[src/rtl/fetch_stage.sv]
// fetch_stage: instruction fetch stage plus IF/ID pipeline register.
//
// Holds the PC and issues word-aligned requests to instruction memory over a
// req/ready handshake. Each fetched word is registered together with PC+4, and
// the opcode field is presented to the decoder. The stage handles load-use
// stalls through a one-entry skid buffer (HOLD), branch/jump redirects, and
// memory wait states. When a redirect arrives while a request is still
// outstanding, the stage goes to DROP and discards that request.
//
// Ports:
//   clk, rst         clock; asynchronous active-high reset
//   stall            hazard hold; freezes IF/ID
//   redirect_valid   taken branch/jump; redirect_pc is the target (bits [1:0] ignored)
//   imem_req/addr    fetch request and word-aligned address (always the registered pc)
//   imem_ready/rdata memory response; it completes when imem_req && imem_ready
//   if_id_valid/instr/pc4  IF/ID register (instr is 0 when invalid)
//   opcode           if_id_instr[31:26], combinational tap for the decoder
//
// Optional feature: define FETCH_PERF_CNT_EN to add the saturating counters
// perf_fetched and perf_bubbles.
module fetch_stage #(
  parameter int                  PC_WIDTH = 32,
  parameter logic [PC_WIDTH-1:0] RESET_PC = PC_WIDTH'(32'h0000_0000)
) (
  input  logic                clk,
  input  logic                rst,
  input  logic                stall,
  input  logic                redirect_valid,
  input  logic [PC_WIDTH-1:0] redirect_pc,
  output logic                imem_req,
  output logic [PC_WIDTH-1:0] imem_addr,
  input  logic                imem_ready,
  input  logic [31:0]         imem_rdata,
  output logic                if_id_valid,
  output logic [31:0]         if_id_instr,
  output logic [PC_WIDTH-1:0] if_id_pc4,
`ifdef FETCH_PERF_CNT_EN
  output logic [31:0]         perf_fetched,
  output logic [31:0]         perf_bubbles,
`endif
  output logic [5:0]          opcode
);

  typedef enum logic [1:0] {
    ST_FETCH = 2'd0,
    ST_HOLD  = 2'd1,
    ST_DROP  = 2'd2
  } state_t;

  state_t              state_r;
  logic [PC_WIDTH-1:0] pc_r;
  logic [PC_WIDTH-1:0] pend_pc_r;
  logic [31:0]         skid_instr_r;
  logic [PC_WIDTH-1:0] skid_pc4_r;
  logic                req_r;
  logic                valid_r;
  logic [31:0]         instr_r;
  logic [PC_WIDTH-1:0] pc4_r;

  logic                handshake_s;
  logic [PC_WIDTH-1:0] redirect_tgt_s;
  logic [PC_WIDTH-1:0] pc_plus4_s;

  // Handshake qualifier, aligned redirect target and the wrapping PC+4.
  always_comb begin
    handshake_s    = req_r & imem_ready;
    redirect_tgt_s = redirect_pc & ~PC_WIDTH'(3);
    pc_plus4_s     = pc_r + PC_WIDTH'(4);
  end

  // Fetch FSM with the PC, pending target, skid buffer and IF/ID register.
  // imem_req is registered from the next state. This keeps it low for exactly
  // one cycle after reset is released, which is why every handshake is
  // qualified with req_r.
  always_ff @(posedge clk or posedge rst) begin
    if (rst) begin
      state_r      <= ST_FETCH;
      pc_r         <= RESET_PC;
      pend_pc_r    <= '0;
      skid_instr_r <= 32'h0;
      skid_pc4_r   <= '0;
      req_r        <= 1'b0;
      valid_r      <= 1'b0;
      instr_r      <= 32'h0;
      pc4_r        <= '0;
    end else begin
      case (state_r)
        ST_FETCH: begin
          req_r <= 1'b1;
          if (redirect_valid) begin
            // Redirect beats stall: flush, and never deliver a word returned now.
            valid_r <= 1'b0;
            instr_r <= 32'h0;
            if (handshake_s || !req_r) begin
              pc_r <= redirect_tgt_s;
            end else begin
              pend_pc_r <= redirect_tgt_s;
              state_r   <= ST_DROP;
            end
          end else if (handshake_s) begin
            pc_r <= pc_plus4_s;
            if (stall) begin
              skid_instr_r <= imem_rdata;
              skid_pc4_r   <= pc_plus4_s;
              req_r        <= 1'b0;
              state_r      <= ST_HOLD;
            end else begin
              valid_r <= 1'b1;
              instr_r <= imem_rdata;
              pc4_r   <= pc_plus4_s;
            end
          end else if (!stall) begin
            valid_r <= 1'b0;
            instr_r <= 32'h0;
          end
        end
        ST_HOLD: begin
          if (redirect_valid) begin
            valid_r <= 1'b0;
            instr_r <= 32'h0;
            pc_r    <= redirect_tgt_s;
            req_r   <= 1'b1;
            state_r <= ST_FETCH;
          end else if (!stall) begin
            valid_r <= 1'b1;
            instr_r <= skid_instr_r;
            pc4_r   <= skid_pc4_r;
            req_r   <= 1'b1;
            state_r <= ST_FETCH;
          end else begin
            req_r <= 1'b0;
          end
        end
        ST_DROP: begin
          // imem_addr stays on the old pc until that request completes.
          req_r <= 1'b1;
          if (redirect_valid) begin
            valid_r <= 1'b0;
            instr_r <= 32'h0;
            if (handshake_s) begin
              pc_r    <= redirect_tgt_s;
              state_r <= ST_FETCH;
            end else begin
              pend_pc_r <= redirect_tgt_s;
            end
          end else begin
            if (handshake_s) begin
              pc_r    <= pend_pc_r;
              state_r <= ST_FETCH;
            end
            if (!stall) begin
              valid_r <= 1'b0;
              instr_r <= 32'h0;
            end
          end
        end
        default: begin
          state_r <= ST_FETCH;
          req_r   <= 1'b1;
          valid_r <= 1'b0;
          instr_r <= 32'h0;
        end
      endcase
    end
  end

`ifdef FETCH_PERF_CNT_EN
  logic        deliver_s;
  logic        bubble_s;
  logic [31:0] fetched_r;
  logic [31:0] bubbles_r;

  // Events that load IF/ID: a real word, or a bubble from a flush or a memory wait.
  always_comb begin
    deliver_s = !redirect_valid && !stall &&
                (((state_r == ST_FETCH) && handshake_s) || (state_r == ST_HOLD));
    bubble_s  = redirect_valid ||
                (!stall && (((state_r == ST_FETCH) && req_r && !imem_ready) ||
                            (state_r == ST_DROP)));
  end

  // Saturating performance counters. Stall-hold cycles increment neither counter.
  always_ff @(posedge clk or posedge rst) begin
    if (rst) begin
      fetched_r <= 32'h0;
      bubbles_r <= 32'h0;
    end else begin
      if (deliver_s && (fetched_r != 32'hFFFF_FFFF)) fetched_r <= fetched_r + 32'd1;
      if (bubble_s && (bubbles_r != 32'hFFFF_FFFF))  bubbles_r <= bubbles_r + 32'd1;
    end
  end

  assign perf_fetched = fetched_r;
  assign perf_bubbles = bubbles_r;
`endif

  assign imem_req    = req_r;
  assign imem_addr   = pc_r;
  assign if_id_valid = valid_r;
  assign if_id_instr = instr_r;
  assign if_id_pc4   = pc4_r;
  assign opcode      = instr_r[31:26];

endmodule
[config.mk]
export PLATFORM = sky130hd
export DESIGN_NAME = fetch_stage
export DESIGN_NICKNAME = d
export VERILOG_FILES = /design/src/rtl/fetch_stage.sv
export SDC_FILE = /design/constraint.sdc
export NUM_CORES = 1
export LEC_CHECK = 0
export CAP_MARGIN = 40
export CORE_AREA = 2 2 168 170
export DETAILED_ROUTE_END_ITERATION = 12
export DIE_AREA = 0 0 170 172
export PLACE_DENSITY = 0.55
export SETUP_SLACK_MARGIN = 0.02
export SYNTH_ARGS = -nofsm -noshare
export SYNTH_HDL_FRONTEND = slang
export SYNTH_SLANG_ARGS = --single-unit
[constraint.sdc]
create_clock -name clk -period 13 [get_ports clk]
set_clock_uncertainty 0.15 [all_clocks]
set_input_delay 2.6 -clock clk [delete_from_list [all_inputs] [get_ports clk]]
set_output_delay 2.6 -clock clk [all_outputs]
set_load 0.05 [all_outputs]
**Word level (Yosys, flattened, before mapping)**

Cells that the tools add are included.

- Register bits after elaboration: 196
- Bits of input ports: 69
- Logic and storage cells: 90

- Add/sub/neg operators: 1
- Bitwise operators: 2
- Reductions and logical operators: 12
- Equal/unequal tests: 19
- Multiplexer cells: 47

Operator list:

| cell | number |
|---|---|
| $mux W32 | 23 |
| $pmux W32 S3 | 2 |
| $pmux W32 S2 | 2 |
| $add A32 B3 Y32 const B | 1 |
| $ne A2 B2 Y1 const B | 11 |
| $ne A3 B3 Y1 const B | 5 |
| $reduce_and A5 Y1 | 3 |
| $mux W2 | 7 |
| $mux W1 | 10 |
| $pmux W2 S3 | 1 |
| $reduce_and A6 Y1 | 1 |
| $ne A4 B4 Y1 const B | 1 |
| $reduce_and A4 Y1 | 1 |
| $reduce_bool A2 Y1 | 2 |
| $pmux W1 S3 | 1 |
| $reduce_bool A3 Y1 | 1 |
| $eq A2 B1 Y1 const B | 1 |
| $eq A2 B2 Y1 const B | 1 |
| $logic_not A2 Y1 | 1 |
| $pmux W1 S2 | 1 |
| $reduce_and A2 Y1 | 1 |
| $and A1 B1 Y1 | 1 |
| $logic_not A1 Y1 | 1 |
| $logic_or A1 B1 Y1 | 1 |
| $not A1 Y1 | 1 |

**Depth between registers and ports, before layout**

- Word-level depth: 5
- Gate-level depth with buffers: 11
- Depth with buffers taken out: 7

**Worst setup path after synthesis**

No wires, ideal clock.

- Kind: input port to flip-flop
- Start point: input port redirect_valid
- End point: register skid_instr_r[10]
- Path buffers: 3
- Data required time: 12.725 ns
- Setup slack: 8.952 ns
- Cell stages on the path: 7
- Arrival time: 3.773 ns
- Cell sequence: clkinv_1 and2_1 buf_4 nand2_2 buf_4 buf_4 mux2_2

- Cells in the longest elaborated chain, start to end: 2

RTL lines:

| what | line | source |
|---|---|---|
| start, declared | 28 | `input logic redirect_valid,` |
| $not A1 Y1 (no source line) | n/a |  |
| $reduce_and A4 Y1 (no source line) | n/a |  |
| end signal, assigned | 103 | `skid_instr_r <= imem_rdata;` |
| end, declared | 53 | `logic [31:0] skid_instr_r;` |

Every way passes these cells.
A chain may end at the register's enable or synchronous reset.

**Worst setup path after layout**

- Start point: input port redirect_valid
- End point: register skid_pc4_r[3]

- Cells in the longest elaborated chain, start to end: 2

RTL lines:

| what | line | source |
|---|---|---|
| $not A1 Y1 (no source line) | n/a |  |
| $reduce_and A4 Y1 (no source line) | n/a |  |
| end signal, assigned | 104 | `skid_pc4_r <= pc_plus4_s;` |
| end, declared | 54 | `logic [PC_WIDTH-1:0] skid_pc4_r;` |

Every way passes these cells.

==> flow_metrics.py <==
metrics = {
    "grt": {
        "grt.busiest_layer": "met1",
        "antenna_found_initial": 0,
        "met2_usage_pct": 26.83,
        "grt_max_degree": 116,
        "met3_usage_pct": 2.770,
        "met1_usage_pct": 27.79,
        "grt_pass1_vias": 7033,
        "grt-ovfl-total": 0,
        "track_usage_pct": 18.09,
        "grt_pass1_wl_um": 41100,
    },
    "synthesis": {
        "mappedNetlistArea_sq_um": 9419,
        "synth_cells": 947,
        "synth_edf_count": 0,
        "seq_area_frac_synth_pct": 49.95,
        "synth_area_leaders": "dfrtp_1, mux2_2, nand2_1",
        "synth_area_per_cell_sq_um": 9.946,
        "ys_warn_count": 0,
        "synth-async-reset-ratio_pct": 100.0,
        "yosysTopAreaCell": "dfrtp_1",
        "synth-main-ff-cell": "dfrtp_1",
        "synth_top_area_share_pct": 49.95,
        "ys_ff_latch": 188,
        "synth_cell_type_count": 66,
    },
    "floorplanning": {
        "core_sq_um": 27480,
        "fp.dieW_um": 170,
        "die_y_um": 172,
        "num_rows": 61,
        "die_area_sq_um": 29240,
        "ios": 173,
        "initial_core_util_pct": 34.28,
    },
    "setup_path": {
        "crit_start": "redirect_valid",
        "required_ns": 13.16,
        "startpoint_type": "input port",
        "critPathMaxFanout": 78,
        "crit_path_end": "skid_pc4_r[3]$_DFFE_PP0P_",
        "path_class": "in2reg",
        "arrival_ns": 5.61,
        "cp-end-kind": "flip-flop",
        "r2r_slack_ns": 9.74,
        "reg2reg_from": "state_r[0]$_DFFE_PP0P_",
        "r2r-end": "skid_pc4_r[3]$_DFFE_PP0P_",
        "reg2reg_depth": 8,
    },
    "pwr": {
        "p_int_uw": 1635,
        "powerDensity_nw_per_um2": 255.4,
        "switching_power_uw": 1400,
        "vdd_drop_max_mv": 0.1168,
        "pwr-share-seq_pct": 34.1,
        "swShare_pct": 46.13,
        "comb_power_share_pct": 48.9,
        "leakagePower_uw": 0.004859,
        "clock_power_share_pct": 17.0,
    },
    "sta": {
        "finalCritPeriodShare_pct": 41.87,
        "setup-violations-final": 0,
        "rsz0062_at_grt": "no",
        "whs_ns": 0.3284,
        "finalMaxSlewViolations": 0,
        "max_freq_ghz": 0.1837,
        "report.final.hold_viol_count": 0,
        "tns_ns": 0,
        "slew_headroom_pct": 41.54,
        "tightest_slew_ns": 0.8751,
        "post-route-min-period_ns": 5.443,
    },
    "finish": {
        "n_antenna_cell": 0,
        "drive_gt1_share_pct": 11.88,
        "final_cell_mix": "dfrtp_1, clkdlybuf4s50_1, nand2_1",
        "syn_to_final_growth_pct": 26.13,
        "final_common_cell": "dfrtp_1",
        "nets": 1138,
    },
    "cts": {
        "ctsResizeCount": 0,
        "path_clk_slew_ns": 0.07,
        "cts_max_path_buffers": 2,
        "postCtsHoldBufs": 0,
        "cts_htree_levels": 4,
        "clk_root_buffer_cell": "clkbuf_16",
        "cts_tree": "done",
        "cts_setup_buffers": 0,
        "clk_latency_ns": 0.43,
        "cts_buffers": 17,
        "cts.sinks": 188,
    },
    "routing": {
        "dr.pass1.iters": 5,
        "drc_errors": 0,
        "antenna_left": 0,
        "wl_um": 26010,
        "via_count": 7477,
        "post_drt_wl_per_cell_um": 18.28,
        "viasPerCell": 5.254,
        "detail_route.iter0.violations": 667,
    },
    "placed_design": {
        "port_buffers": 166,
        "gp_congestion": 0.7983,
        "hpwl_um": 17370,
    },
    "outcome": {
        "outcome": "finished, final reports clean",
    },
    "job": {
        "max-cap-violations": 0,
    },
    "hold_path": {
        "hp-class": "reg2reg",
    },
}
-- final cells by class --
cell class	count	area (sq um)
sequential	188	4705
multi-input combinational	647	4240
fill	2661	15600
tap	346	432.9
inverter	30	120.1
clock inverter	14	151.4
timing repair buffer	180	1802
clock buffer	18	429.2
-- worst min path at each step --
stage                               start                    endpoint  slack [ns]  cells past startpoint
6_report        if_id_pc4[12]$_DFFE_PP0P_   if_id_pc4[12]$_DFFE_PP0P_        0.33                      2
5_1_grt         pend_pc_r[21]$_DFFE_PP0P_   pend_pc_r[21]$_DFFE_PP0P_        0.35                      2
4_1_cts         if_id_pc4[12]$_DFFE_PP0P_   if_id_pc4[12]$_DFFE_PP0P_        0.34                      2
3_5_place_dp   if_id_instr[5]$_DFFE_PP0P_  if_id_instr[5]$_DFFE_PP0P_        0.32                      2
3_3_place_gp   skid_pc4_r[29]$_DFFE_PP0P_  skid_pc4_r[29]$_DFFE_PP0P_        0.31                      2
2_1_floorplan  skid_pc4_r[27]$_DFFE_PP0P_  skid_pc4_r[27]$_DFFE_PP0P_        0.30                      2
-- power by group through the flow --
stage,sequential (uW),combinational (uW),clock [uW]
global route,1070,1600,558
finish,1040,1480,517
CTS,1030,1490,533
global placement,1040,1470,0
floorplan,1340,699,0
detailed placement,1050,1480,0
-- through the flow --
stage / instances / utilization (%) / power, uW / area (sq um) / worst slack, ns
4_1_cts: 1423 / 43.24 / 3054 / 11880 / 7.534
2_1_floorplan: 950 / - / 2040 / 9430 / 5.136
6_report: 1423 / 43.24 / 3035 / 11880 / 7.557
3_3_place_gp: 1389 / 40.92 / 2501 / 11240 / 7.090
5_1_grt: 1423 / 43.24 / 3225 / 11880 / 7.327
3_5_place_dp: 1391 / 41.12 / 2529 / 11300 / 7.070
-- cells by family after synthesis --
group                    share of synthesized area (%)
AO/OA/AOI/OAI                                    20.59
XOR/XNOR                                         2.604
adder cells (fa/ha/maj)                         0.6642
buffers and inverters                            5.699
flip-flops                                       49.95
multiplexers                                     6.801
other                                          0.03981
AND/OR/NAND/NOR                                  13.66
-- metal layers --
metal	vias to the layer above	routed length (um)	share of wire, %
met5	-	0	0
met4	0	194	0.75
met1	3681	12820	49
li1	3615	-	-
met3	13	1086	4.2
met2	168	11900	46
-- worst max-delay path: stages --
cell and delay (ns):
buf_2 0.08, buf_4 0.52, clkinv_1 0.45, and2_1 0.25
buf_4 0.26, nand2_2 0.24, buf_4 0.71, mux2_2 0.41
-- sequential cells by signal (all words and copies together) (netlist names) --
name / flops
if_id_valid: 1
state_r: 2
skid_pc4_r: 30
if_id_pc4: 30
skid_instr_r: 32
if_id_instr: 32
pend_pc_r: 30
imem_req: 1
imem_addr: 30
-- Yosys cell counts (all sizes together) (7+ instances only) --
cell type,count
nor3,9
xnor2,22
nand4,10
mux2,48
clkbuf,38
a221oi,23
nor2,44
dfrtp,188
o221ai,14
nand2,144
a31oi,19
nand3,13
o22a,17
o21a,12
a21oi,40
nor2b,7
inv,28
mux2i,10
and4,8
a22oi,34
o21ai,103
buf,47
(Power assumes the default switching activity.)
